File: src/rtl/fp_pkg.sv
// ---------------------------------------------------------------------------
// fp_pkg
// Shared definitions for the binary32 FPU blocks: field widths, bias, the
// canonical quiet NaN, a packed view of a binary32 word and operand-class
// decode helpers. Subnormal encodings (exp == 0) are treated as zero.
// ---------------------------------------------------------------------------
package fp_pkg;

  localparam int FP_EXP_W = 8;
  localparam int FP_MAN_W = 23;
  localparam int FP_BIAS  = 127;
  localparam logic [31:0] FP_QNAN = 32'h7FC00000;

  typedef struct packed {
    logic                sign;
    logic [FP_EXP_W-1:0] exp;
    logic [FP_MAN_W-1:0] man;
  } fp32_t;

  function automatic logic is_nan(input fp32_t x);
    return (x.exp == '1) && (x.man != '0);
  endfunction

  function automatic logic is_inf(input fp32_t x);
    return (x.exp == '1) && (x.man == '0);
  endfunction

  // exp == 0 covers true zeros and flushed subnormals alike.
  function automatic logic is_zero(input fp32_t x);
    return x.exp == '0;
  endfunction

endpackage

File: src/rtl/fp_normalize.sv
// ---------------------------------------------------------------------------
// fp_normalize
// Normalizes the 28-bit mantissa sum of the adder so that the hidden one
// lands in bit 26 of a 27-bit {1.man, G, R, S} word, and adjusts the exponent.
// Ports:
//   sum     [27:0]  raw sum/difference of the aligned mantissas (bit 27 = carry)
//   exp_in  [9:0]   signed exponent of the larger operand
//   mant    [26:0]  normalized mantissa with guard, round, sticky in [2:0]
//   exp_out [9:0]   signed adjusted exponent (may leave the 1..254 range)
// A zero sum is handled by the caller; the count here is then meaningless.
// ---------------------------------------------------------------------------
module fp_normalize (
  input  logic        [27:0] sum,
  input  logic signed [9:0]  exp_in,
  output logic        [26:0] mant,
  output logic signed [9:0]  exp_out
);

  logic [4:0] lzc;
  logic       found;

  // Leading-zero count over the non-carry part of the sum.
  always_comb begin
    lzc   = 5'd0;
    found = 1'b0;
    for (int i = 26; i >= 0; i--) begin
      if (!found && sum[i]) begin
        found = 1'b1;
        lzc   = 5'(26 - i);
      end
    end
  end

  always_comb begin
    if (sum[27]) begin
      // Carry-out: one right shift, the dropped bit folds into sticky.
      mant    = {sum[27:2], sum[1] | sum[0]};
      exp_out = exp_in + 10'sd1;
    end else begin
      mant    = sum[26:0] << lzc;
      exp_out = exp_in - $signed({5'd0, lzc});
    end
  end

endmodule

File: src/rtl/fp13_add_sub.sv
// ---------------------------------------------------------------------------
// fp13_add_sub
// Combinational binary32 adder/subtractor: c = a + b (op=0) or a - b (op=1).
// Round-to-nearest-even, subnormals flushed to zero on input and output.
// Ports:
//   clk   clock, present for interface uniformity only
//   rst   asynchronous active-low reset, present for interface uniformity only
//   op    0 = add, 1 = subtract (inverts b's sign)
//   a, b  operands {sign, exp[7:0], man[22:0]}
//   c     result, same layout; pure function of {a, b, op}
// ---------------------------------------------------------------------------
module fp13_add_sub
  import fp_pkg::*;
(
  input  logic        clk,
  input  logic        rst,
  input  logic        op,
  input  logic [31:0] a,
  input  logic [31:0] b,
  output logic [31:0] c
);

  // clk/rst intentionally reach no logic; the result path is stateless.
  logic unused_ports;
  assign unused_ports = &{1'b0, clk, rst};

  fp32_t fa, fb;
  assign fa = a;
  assign fb = b;

  logic sign_b;
  assign sign_b = fb.sign ^ op;

  // Magnitude ordering: swap when b is strictly larger.
  logic swap;
  assign swap = {fb.exp, fb.man} > {fa.exp, fa.man};

  logic        sign_l;
  logic [7:0]  exp_l, exp_s, diff;
  logic [23:0] man_l, man_s;

  assign sign_l = swap ? sign_b : fa.sign;
  assign exp_l  = swap ? fb.exp : fa.exp;
  assign exp_s  = swap ? fa.exp : fb.exp;
  assign man_l  = swap ? {1'b1, fb.man} : {1'b1, fa.man};
  assign man_s  = swap ? {1'b1, fa.man} : {1'b1, fb.man};
  assign diff   = exp_l - exp_s;

  // Alignment: shift the smaller mantissa inside a wide window so every
  // bit that falls below the round position can be OR-ed into sticky.
  logic [49:0] shift_full;
  logic [26:0] aligned_l, aligned_s;

  assign shift_full = {man_s, 26'd0} >> diff;
  assign aligned_l  = {man_l, 3'b000};
  assign aligned_s  = (diff >= 8'd26) ? 27'd1
                                      : {shift_full[49:24], |shift_full[23:0]};

  logic        eff_sub;
  logic [27:0] sum;

  assign eff_sub = fa.sign ^ sign_b;
  // aligned_l >= aligned_s always holds, so the difference never wraps.
  assign sum = eff_sub ? ({1'b0, aligned_l} - {1'b0, aligned_s})
                       : ({1'b0, aligned_l} + {1'b0, aligned_s});

  logic        [26:0] norm_mant;
  logic signed [9:0]  norm_exp;

  fp_normalize u_normalize (
    .sum     (sum),
    .exp_in  ($signed({2'b00, exp_l})),
    .mant    (norm_mant),
    .exp_out (norm_exp)
  );

  // Round to nearest, ties to even.
  logic        round_up, round_ovf;
  logic [24:0] rounded;
  logic [22:0] res_man;
  logic signed [9:0] res_exp;

  assign round_up  = norm_mant[2] & (norm_mant[1] | norm_mant[0] | norm_mant[3]);
  assign rounded   = {1'b0, norm_mant[26:3]} + {24'd0, round_up};
  assign round_ovf = rounded[24];
  assign res_man   = round_ovf ? rounded[23:1] : rounded[22:0];
  assign res_exp   = norm_exp + $signed({9'd0, round_ovf});

  logic a_nan, b_nan, a_inf, b_inf, a_zero, b_zero;
  assign a_nan  = is_nan(fa);
  assign b_nan  = is_nan(fb);
  assign a_inf  = is_inf(fa);
  assign b_inf  = is_inf(fb);
  assign a_zero = is_zero(fa);
  assign b_zero = is_zero(fb);

  always_comb begin
    c = {sign_l, res_exp[7:0], res_man};
    if (a_nan || b_nan) begin
      c = FP_QNAN;
    end else if (a_inf && b_inf) begin
      c = (fa.sign != sign_b) ? FP_QNAN : {fa.sign, 8'hFF, 23'd0};
    end else if (a_inf) begin
      c = {fa.sign, 8'hFF, 23'd0};
    end else if (b_inf) begin
      c = {sign_b, 8'hFF, 23'd0};
    end else if (a_zero && b_zero) begin
      // Only (-0)+(-0) keeps a negative sign.
      c = {fa.sign & sign_b, 31'd0};
    end else if (a_zero) begin
      c = {sign_b, fb.exp, fb.man};
    end else if (b_zero) begin
      c = a;
    end else if (sum == 28'd0) begin
      c = 32'd0;
    end else if (res_exp >= 10'sd255) begin
      c = {sign_l, 8'hFF, 23'd0};
    end else if (res_exp <= 10'sd0) begin
      c = {sign_l, 31'd0};
    end
  end

endmodule

File: config.mk
export PLATFORM = sky130hd
export DESIGN_NAME = fp13_add_sub
export DESIGN_NICKNAME = d
export VERILOG_FILES = /design/src/rtl/fp_pkg.sv /design/src/rtl/fp_normalize.sv /design/src/rtl/fp13_add_sub.sv
export SDC_FILE = /design/constraint.sdc
export NUM_CORES = 1
export LEC_CHECK = 0
export BUFFER_PORTS_ARGS = -buffer_cell sky130_fd_sc_hd__buf_2
export CAP_MARGIN = 10
export CELL_PAD_IN_SITES_DETAIL_PLACEMENT = 0
export CELL_PAD_IN_SITES_GLOBAL_PLACEMENT = 2
export CORE_UTILIZATION = 39
export DETAILED_ROUTE_END_ITERATION = 7
export GPL_TIMING_DRIVEN = 0
export MAX_ROUTING_LAYER = met4
export PLACE_DENSITY_LB_ADDON = 0.1
export SKIP_LAST_GASP = 1
export SLEW_MARGIN = 10
export SYNTH_ARGS = -nofsm -noshare
export SYNTH_HDL_FRONTEND = slang
export SYNTH_SLANG_ARGS = --single-unit
File: constraint.sdc
create_clock -name vclk -period 35.3
set_clock_uncertainty 0.05 [all_clocks]
set_input_delay 1.765 -clock vclk [all_inputs]
set_output_delay 1.765 -clock vclk [all_outputs]
set_load 0.03 [all_outputs]
### After elaboration in Yosys (flattened, before gate mapping)

Cells that the tools add are included.

| operators by class | value |
|---|---|
| reductions and logical operators | 67 |
| bitwise operators | 7 |
| muxes and demuxes | 73 |
| add/subtract/negate cells | 7 |
| eq/ne operators | 3 |
| order comparisons | 4 |
| shift operators | 2 |

Operators by type and width:

| kind | count |
|---|---|
| 2-to-1 mux 32 bit | 9 |
| 2-to-1 mux 23 bit | 3 |
| 2-to-1 mux 31 bit | 2 |
| 2-to-1 mux 5 bit | 11 |
| 2-to-1 mux 27 bit | 2 |
| >> shifter 50 x 8 -> 50 bit | 1 |
| logical NOT 23 bit | 2 |
| nonzero test 23 bit | 2 |
| logical AND 1 bit | 32 |
| 2-to-1 mux 4 bit | 8 |
| > comparator 31 bit | 1 |
| adder 27 x 27 -> 28 bit | 1 |
| logical NOT 28 bit | 1 |
| 2-to-1 mux 1 bit | 28 |
| 2-to-1 mux 28 bit | 1 |
| subtractor 27 x 27 -> 28 bit | 1 |
| << shifter 27 x 5 -> 27 bit | 1 |
| logical NOT 1 bit | 26 |
| adder 24 x 1 -> 25 bit | 1 |
| OR reduction 24 bit | 1 |
| == test 8 bit, second input constant | 2 |
| logical NOT 8 bit | 2 |
| 2-to-1 mux 8 bit | 2 |
| 2-to-1 mux 3 bit | 4 |
| 14 further kinds | 19 |

| word-level totals | value |
|---|---|
| output and inout bits | 32 |
| flip-flop bits (word level) | 0 |
| logic and storage cells | 163 |

### Logic depth before layout (Yosys ltp)

Gate-level depths: netlist of run 1.

| logic depth | value |
|---|---|
| word-level depth | 105 |
| gate-level depth with buffers | 74 |

### Cells and area by module

From an unflattened synthesis of run 1, not the netlist that was laid out.

| unflattened totals | value |
|---|---|
| cell total of the unflattened synthesis | 1807 |
| area total of the unflattened synthesis | 11807.6 um^2 |

Modules (own cells, without submodules):

| module | instances | seq. area each (um^2) | area an instance (um^2) | cells each |
|---|---|---|---|---|
| fp13_add_sub | 1 | 0.0 | 9217.6 | 1446 |
| fp_normalize | 1 | 0.0 | 2590.0 | 361 |

### Worst setup path before layout of run 1

No wires, ideal clock.

| timing path | value |
|---|---|
| kind | input to output |
| start point | input a[27] |
| end point | output c[22] |
| slack | 17521 ps |
| data required time | 33485 ps |
| arrival time | 15964 ps |
| stages on the path | 62 |
| path buffers | 13 |
| cells stage by stage | inv_1 -> ha_1 -> buf_4 -> and3_4 -> and4_1 -> and3_4 -> a21o_1 -> a31oi_1 -> buf_2 -> clkbuf_1 -> clkbuf_1 -> buf_1 -> o22a_1 -> ha_1 -> clkbuf_1 -> inv_1 -> clkbuf_1 -> clkbuf_1 -> (+26 left out) -> nor3_1 -> and3_1 -> nand4_2 -> or2_2 -> nor2_1 -> ha_1 -> inv_1 -> a2111oi_0 -> nor3b_1 -> nand2_1 -> nand2b_1 -> o21a_1 -> a21boi_0 -> and3_1 -> clkbuf_1 -> o31a_1 -> a221oi_1 -> o41ai_1 |

| on the way | value |
|---|---|
| word-level cells in the longest chain between the ends | 105 |

RTL lines:

| what | RTL line | RTL |
|---|---|---|
| start, declared | fp13_add_sub.sv:18 | `input logic [31:0] a,` |
| > comparator 31 bit | fp13_add_sub.sv:36 | `assign swap = {fb.exp, fb.man} > {fa.exp, fa.man};` |
| 2-to-1 mux 8 bit, on equally long branches | fp13_add_sub.sv:43, fp13_add_sub.sv:44 |  |
| subtractor 8 bit | fp13_add_sub.sv:47 | `assign diff = exp_l - exp_s;` |
| >> shifter 50 x 8 -> 50 bit | fp13_add_sub.sv:54 | `assign shift_full = {man_s, 26'd0} >> diff;` |
| OR reduction 24 bit | fp13_add_sub.sv:57 | `: {shift_full[49:24], \|shift_full[23:0]};` |
| 2-to-1 mux 27 bit | fp13_add_sub.sv:56 | `assign aligned_s = (diff >= 8'd26) ? 27'd1` |
| adder 27 x 27 -> 28 bit / subtractor 27 x 27 -> 28 bit (equally long branches) | fp13_add_sub.sv:65, fp13_add_sub.sv:64 |  |
| 2-to-1 mux 28 bit | fp13_add_sub.sv:64 | `assign sum = eff_sub ? ({1'b0, aligned_l} - {1'b0, aligned_s})` |
| (+89 left out) | n/a |  |
| 2-to-1 mux 32 bit | fp13_add_sub.sv:114 | `end else if (sum == 28'd0) begin` |
| 2-to-1 mux 32 bit | fp13_add_sub.sv:112 | `end else if (b_zero) begin` |
| 2-to-1 mux 32 bit | fp13_add_sub.sv:110 | `end else if (a_zero) begin` |
| 2-to-1 mux 32 bit | fp13_add_sub.sv:107 | `end else if (a_zero && b_zero) begin` |
| 2-to-1 mux 32 bit | fp13_add_sub.sv:105 | `end else if (b_inf) begin` |
| 2-to-1 mux 32 bit | fp13_add_sub.sv:103 | `end else if (a_inf) begin` |
| 2-to-1 mux 32 bit | fp13_add_sub.sv:101 | `end else if (a_inf && b_inf) begin` |
| 2-to-1 mux 32 bit * | fp13_add_sub.sv:99 | `if (a_nan \|\| b_nan) begin` |
| end, declared | fp13_add_sub.sv:20 | `output logic [31:0] c` |

Every way passes the cells marked *; elsewhere a longest branch is shown, timed or not.

### Worst setup path after layout of run 1

| timing path | value |
|---|---|
| start point | input a[22] |
| end point | output c[14] |

The elaborated chain is that of the path after synthesis.

==> results of run 1 <==
-- layout make-up --
cell class | count | area share, %
plain buffers | 135 | 4.378
inverters | 110 | 2.800
multi-input cells | 1873 | 85.60
well taps | 455 | 3.860
repair buffers | 99 | 3.360
-- report_power, final --
part / internal (W) / switching (W)
sequential: 0 / 0
combinational: 0.000239 / 0.000529
clock: 0 / 0
total: 0.000239 / 0.000529
-- logic make-up (layout without fill, tap and decap cells) --
logic type	count (synthesis)	count (layout)	share of synthesized area, %
and+or+nand+nor	849	849	31.08
AOI/OAI and AO/OA	718	718	36.61
buffers and inverters	245	344	7.740
muxes	162	162	12.69
adders and majority gates	91	91	8.436
xor gates and xnor gates	53	53	3.449
-- how the worst max path moves through the flow --
stage                from     to  slack [ps]  cells past startpoint
floorplan           a[27]  c[22]       17520                     62
finish              a[22]  c[14]       11670                     61
global placement    a[22]  c[10]       12640                     61
detailed placement  a[22]  c[10]       12550                     61
CTS                 a[22]  c[10]       12500                     61
global route        a[22]  c[14]       11000                     61
-- critical path: cells and delay by family --
kind,cells,cell delay (ps)
AO/OA/AOI/OAI,18,7220
XOR/XNOR,1,440
adder cells (fa/ha/maj),4,970
buffers and inverters,15,5130
AND/OR/NAND/NOR,23,6280
-- cells in the final DEF, fill, tap and decap left out, types with 79 or more instances in the layout --
cell,instances
mux2i_1,114
nor3_1,88
nand3_1,86
o21ai_0,135
nor2_1,167
buf_2,120
inv_1,103
ha_1,89
clkbuf_1,79
a21oi_1,162
nand2_1,246
-- metal layers --
metal	vias to the layer above	track usage, %
met1	8718	53.97
met2	1204	64.41
li1	8256	-
met5	-	-
met3	223	3.540
met4	0	19.51
-- through the flow --
stage	hold slack (ps)	power, W	util (%)	instance area (um2)	cells
global route	3947	0.0008030	42.69	14750	2672
floorplan	3720	0.0005025	-	13680	2118
CTS	3932	0.0007405	42.68	14740	2671
detailed placement	3929	0.0007366	42.68	14740	2671
finish	3937	0.0007688	42.69	14750	2672
global placement	3920	0.0007377	42.64	14730	2670
==> metrics, run 1 <==
status=complete, no violations; Crit Path Category=input port to output port; Core Area=0.03454 mm2; yosys warns=0; initial core utilization=39.59%; Slew @ Worst Pin=1313 ps; cell mode on critical path=clkbuf_1; # hold bufs at CTS=0; cell count after synthesis=2118; I/O pins=99; Power Density=52.13 mW/mm2; Hold Fails Final Rpt=0; Rel. slew slack=12.06%; antenna violations before repair=0; via/cell ratio=6.887; Slew Limit Fails=0; peak supply drop=46.74 uV; CP Data Required Time=33490 ps; final number of setup-violating endpoints=0; hold path start=b[30]; DRT met1 WL=31.26 mm; gr ovfl total=0; fin nets=2377; cell accounting for the most synthesized area=mux2i_1; met2 WL=32.97 mm; met3 WL=6.352 mm; HP Class=input port to output port; cell with the most instances after synthesis=nand2_1; fill count=3817; largest net degree at the start of global routing=12; slowest stage cell on the critical path=a2111oi_1; chip width=189.3 um; synthesized area=0.01368 mm2; WHS Endpoint=c[30]; Tot GR Track Use=41.40%; number of global-route vias before repair=16842; Synth top cells by count=nand2_1, nor2_1, a21oi_1; postcts setup bufs=0; Critical Path End Type=output port; critical path fanouts, max=10; Detail Route Antenna Nets=0; top routing layer used=met4; area taken by multi-input logic gates=0.01262 mm2; largest cells by area after synthesis=mux2i_1, ha_1, nand2_1; FF+latch area=0 um2; Static Leak=6.051 nW; area share of the largest cell type after synthesis=8.344%; Period minus WS final=23630 ps; sequential share of the synthesized area=0%; num sequential=0; fin crit share=66.95%; Max Cap Viol=0; DRT iter0 DRCs=2277; post-DR wirelength/cell=28.05 um; row cnt=68; GPL Wtd Cong=1.087; P&R area growth vs syn=7.841%; DRC errors left=0; setup_tns=0 ps; IO buf count=97; final WL=74.96 mm; Startpoint Class=input port; Peak Freq=0.04231 GHz; drt pass-1 iters=6; RSZ-0062 raised after global routing=false; clock buf count=0; Final WS setup=11670 ps; Final HPWL DP=60.96 mm; Vias=18401; layout cells sized above 1=12.04%; syn nets=2276; Die H=189.3 um; n_diodes=0; max incr delay on CP=1100 ps; CTS resizes=0; DP Worst Slack=12550 ps; Hold Path Depth=4; synth unique cells=117; first-pass GRT wire length=109.8 mm; CP arrival=21820 ps; Syn Area/Cell=6.457 um2; DIE AREA=0.03582 mm2
(Power assumes the default switching activity.)
==> inputs of run 2 (changes only) <==
--- a/config.mk
+++ b/config.mk
@@ -9,7 +9,7 @@
 export CAP_MARGIN = 10
 export CELL_PAD_IN_SITES_DETAIL_PLACEMENT = 0
 export CELL_PAD_IN_SITES_GLOBAL_PLACEMENT = 2
-export CORE_UTILIZATION = 39
+export CORE_UTILIZATION = 36
 export DETAILED_ROUTE_END_ITERATION = 7
 export GPL_TIMING_DRIVEN = 0
 export MAX_ROUTING_LAYER = met4
==> constraint.sdc (replaced) <==
create_clock -name vclk -period 22.7
set_clock_uncertainty 0.05 [all_clocks]
set_input_delay 1.135 -clock vclk [all_inputs]
set_output_delay 1.135 -clock vclk [all_outputs]
set_load 0.03 [all_outputs]
==> run 2 against run 1 <==
Non-clock buffer count shrank 2. Final area grew 0.53%. Count of clock-buffer cells in the layout is the same. Utilization shrank 3.1 points. Global-route usage shrank 2.1 points. Via count shrank 1.6%. Critical path depth shrank 1. Flip-flop and latch count is the same. Critical path type unchanged. Largest power group unchanged.
==> metrics, run 2 (synthesis gave the netlist of run 1 again) <==
status=complete, no violations; first-pass GRT wire length=111.7 mm; Final WS setup=959.4 ps; FF+latch area=0 um2; num sequential=0; final WL=76.61 mm; Final HPWL DP=63.05 mm; peak supply drop=52.05 uV; clock buf count=0; HP Class=input port to output port; post-DR wirelength/cell=28.10 um; Post-Place Cells=2727; fin crit share=95.77%; n_diodes=0; Crit Path Category=input port to output port; placed cell areas=0.01481 mm2; postcts setup bufs=0; drt pass-1 iters=6; chip width=196.9 um; I/O pins=99; Tot GR Track Use=39.30%; slowest stage cell on the critical path=a2111oi_0; Rel. slew slack=14.72%; DIE AREA=0.03877 mm2; row cnt=71; CP arrival=20560 ps; layout cells sized above 1=12.05%; Vias=18108; Peak Freq=0.04600 GHz; IO buf count=97; fill count=4191; Final Non-Filler Cells=2726; cell mode on critical path=clkbuf_1; fin nets=2375; Static Leak=6.048 nW; Hold Fails Final Rpt=0; Critical Path End Type=output port; max incr delay on CP=750 ps; Slew Limit Fails=0; setup_tns=0 ps; Bufs and invs on worst path=16; critical path fanouts, max=19; Max Cap Viol=0; antenna violations before repair=0; Period minus WS final=21740 ps; P&R area growth vs syn=8.417%; Tot Pwr=0.001194 W; DP Worst Slack=672.2 ps; Slew @ Worst Pin=1272 ps; number of global-route vias before repair=16888; post-route cell area=0.01483 mm2; Die H=196.9 um; RSZ-0062 raised after global routing=false; commonest non-fill, non-tap cell in the layout=nand2_1; CP Data Required Time=21520 ps; via/cell ratio=6.643; initial core utilization=36.48%; GPL Wtd Cong=1.070; Detail Route Antenna Nets=0; Core Area=0.03749 mm2; most frequent cells in the layout=nand2_1, nor2_1, a21oi_1; Startpoint Class=input port; DRT iter0 DRCs=1889; final number of setup-violating endpoints=0; largest net degree at the start of global routing=12; gr ovfl total=0; DRC errors left=0; delay-heaviest family, CP=compound AO/OA/AOI/OAI gates; Power Density=80.55 mW/mm2
## run 2: cell types whose count changed in the layout (fill, tap and decap cells not counted), sizes merged
cell / change
clkbuf: -1
buf: -1
## run 2: tightest hold or removal path: stages
cell and delay [ps]:
buf_2 130, nand2_1 60, o211ai_1 90, buf_2 180
## run 2: final cells by class
| class | instances | area [um2] | share of cell area [%] |
|---|---|---|---|
| Buffer | 134 | 641.9 | 4.329 |
| Multi-Input combinational cell | 1873 | 12640 | 85.27 |
| Tap cell | 511 | 639.4 | 4.312 |
| Inverter | 110 | 412.9 | 2.785 |
| Timing Repair Buffer | 98 | 490.5 | 3.308 |
## run 2: power by group
group          switching [W]  leakage, nW  internal [W]
clock                      0            0             0
sequential                 0            0             0
combinational       0.000822         6.05      0.000372
## run 2: worst paths after layout
kind,startpoint,endpoint,slack [ps],cells after the start
hold / removal,b[30],c[30],2680,4
setup / recovery,a[17],c[10],960,60
## run 2: metrics by stage
stage | util (%) | hold slack [ps]
2_1_floorplan | - | 2460
3_3_place_gp | 39.48 | 2671
3_5_place_dp | 39.51 | 2674
4_1_cts | 39.51 | 2674
5_1_grt | 39.55 | 2717
6_report | 39.55 | 2685
## run 2: metal layers
metal  global-route usage [%]  routed length [um]
met5                        -                   0
met4                    17.48                4260
met1                    50.26               32510
met2                    62.94               34220
met3                    3.303                5616
## run 2: repair_timing
item / CTS / global route
endpoints found under the setup margin: 0 / 23
hold buffers: 0 / 0
gates resized for setup: 0 / 1
==> inputs of run 3 (changes only) <==
--- a/config.mk
+++ b/config.mk
@@ -9,12 +9,12 @@
 export CAP_MARGIN = 10
 export CELL_PAD_IN_SITES_DETAIL_PLACEMENT = 0
 export CELL_PAD_IN_SITES_GLOBAL_PLACEMENT = 2
+export CORE_ASPECT_RATIO = 0.5
 export CORE_UTILIZATION = 36
 export DETAILED_ROUTE_END_ITERATION = 7
 export GPL_TIMING_DRIVEN = 0
 export MAX_ROUTING_LAYER = met4
 export PLACE_DENSITY_LB_ADDON = 0.1
-export SKIP_LAST_GASP = 1
 export SLEW_MARGIN = 10
 export SYNTH_ARGS = -nofsm -noshare
 export SYNTH_HDL_FRONTEND = slang
==> run 3 against run 2 <==
Flip-flop and latch count unchanged. Global-route usage down 0.94 points. Total power is 1.8% higher. Final cell count decreased by 0.66%. Non-clock buffer count is 1 lower. Sequential share of layout area unchanged. Combinational power about the same. Final area fell by 0.10%. Critical endpoint is now c[8]. Largest cell class unchanged.
==> metrics, run 3 (synthesis gave the netlist of run 1 again) <==
Slew @ Worst Pin=1301 ps; fin nets=2374; most frequent cells in the layout=nand2_1, nor2_1, a21oi_1; post-DR wirelength/cell=28.12 um; num sequential=0; Power Density=82.10 mW/mm2; Detail Route Antenna Nets=0; Die H=139.8 um; layout cells sized above 1=12.20%; DIE AREA=0.03882 mm2; commonest non-fill, non-tap cell in the layout=nand2_1; number of global-route vias before repair=15874; # hold bufs at CTS=0; Static Leak=6.053 nW; Startpoint Class=input port; Core Area=0.03741 mm2; CP Data Required Time=21520 ps; hold path start=a[31]; IO buf count=97; Period minus WS final=21760 ps; peak supply drop=43.46 uV; WHS Endpoint=c[31]; Slew Limit Fails=0; Tot GR Track Use=38.36%; slowest stage cell on the critical path=a2111oi_2; GPL Wtd Cong=1.139; P&R area growth vs syn=8.307%; Final HPWL DP=62.47 mm; CP arrival=20580 ps; CTS resizes=0; max incr delay on CP=630 ps; n_diodes=0; setup_tns=0 ps; I/O pins=99; status=complete, no violations; DRC errors left=0; FF+latch area=0 um2; antenna violations before repair=0; fin crit share=95.88%; Final WS setup=936.2 ps; Bufs and invs on worst path=15; final number of setup-violating endpoints=0; delay-heaviest family, CP=simple AND/OR/NAND/NOR gates; DRT iter0 DRCs=2907; Max Cap Viol=0; RSZ-0062 raised after global routing=false; fill count=4230; HP Class=input port to output port; drt pass-1 iters=8; cell mode on critical path=clkbuf_1; DP Worst Slack=783.3 ps; Vias=18277; Hold Fails Final Rpt=0; initial core utilization=36.56%; largest net degree at the start of global routing=12; chip width=277.6 um; clock buf count=0; Rel. slew slack=12.14%; via/cell ratio=6.749; first-pass GRT wire length=109.8 mm; Critical Path End Type=output port; Peak Freq=0.04595 GHz; critical path fanouts, max=10; final WL=76.14 mm; gr ovfl total=0; postcts setup bufs=0; Crit Path Category=input port to output port; Hold Path Depth=4; row cnt=50
## run 3: worst max-delay path by stage
| stage | startpoint | end | slack, ps | cells past startpoint |
|---|---|---|---|---|
| after detailed placement | a[22] | c[8] | 780 | 61 |
| final | a[22] | c[8] | 940 | 62 |
| after floorplan | a[27] | c[22] | 6180 | 62 |
| after CTS | a[22] | c[8] | 720 | 61 |
| after global placement | a[22] | c[8] | 350 | 61 |
| after global routing | a[22] | c[21] | 140 | 63 |
## run 3: cell type report
type	instances	area, um2	area share [%]
plain buffers	134	643.1	4.342
inverters	110	412.9	2.788
multi-input cells	1873	12650	85.42
well taps	494	618.1	4.173
repair buffers	97	485.5	3.278
## run 3: routing by layer
metal	global-route usage (%)	wire, um
met5	-	0
met4	10.56	2742
met3	7.623	9170
met2	50.35	28580
met1	57.35	35650
## run 3: power breakdown
group          leakage [nW]  total (W)  switching, W  internal [W]
clock network             0          0             0             0
logic                  6.05    0.00122      0.000842      0.000374
registers                 0          0             0             0
total                  6.05    0.00122      0.000842      0.000374
## run 3: through the flow
stage	hold WS (ps)	instances	utilization (%)	power [W]	cell area (um2)
finish	2686	2708	39.59	0.001216	14810
global route	2709	2708	39.59	0.001268	14810
CTS	2683	2709	39.51	0.001161	14780
detailed placement	2683	2709	39.51	0.001155	14780
global placement	2677	2709	39.51	0.001165	14780
floorplan	2460	2118	-	0.0007814	13680
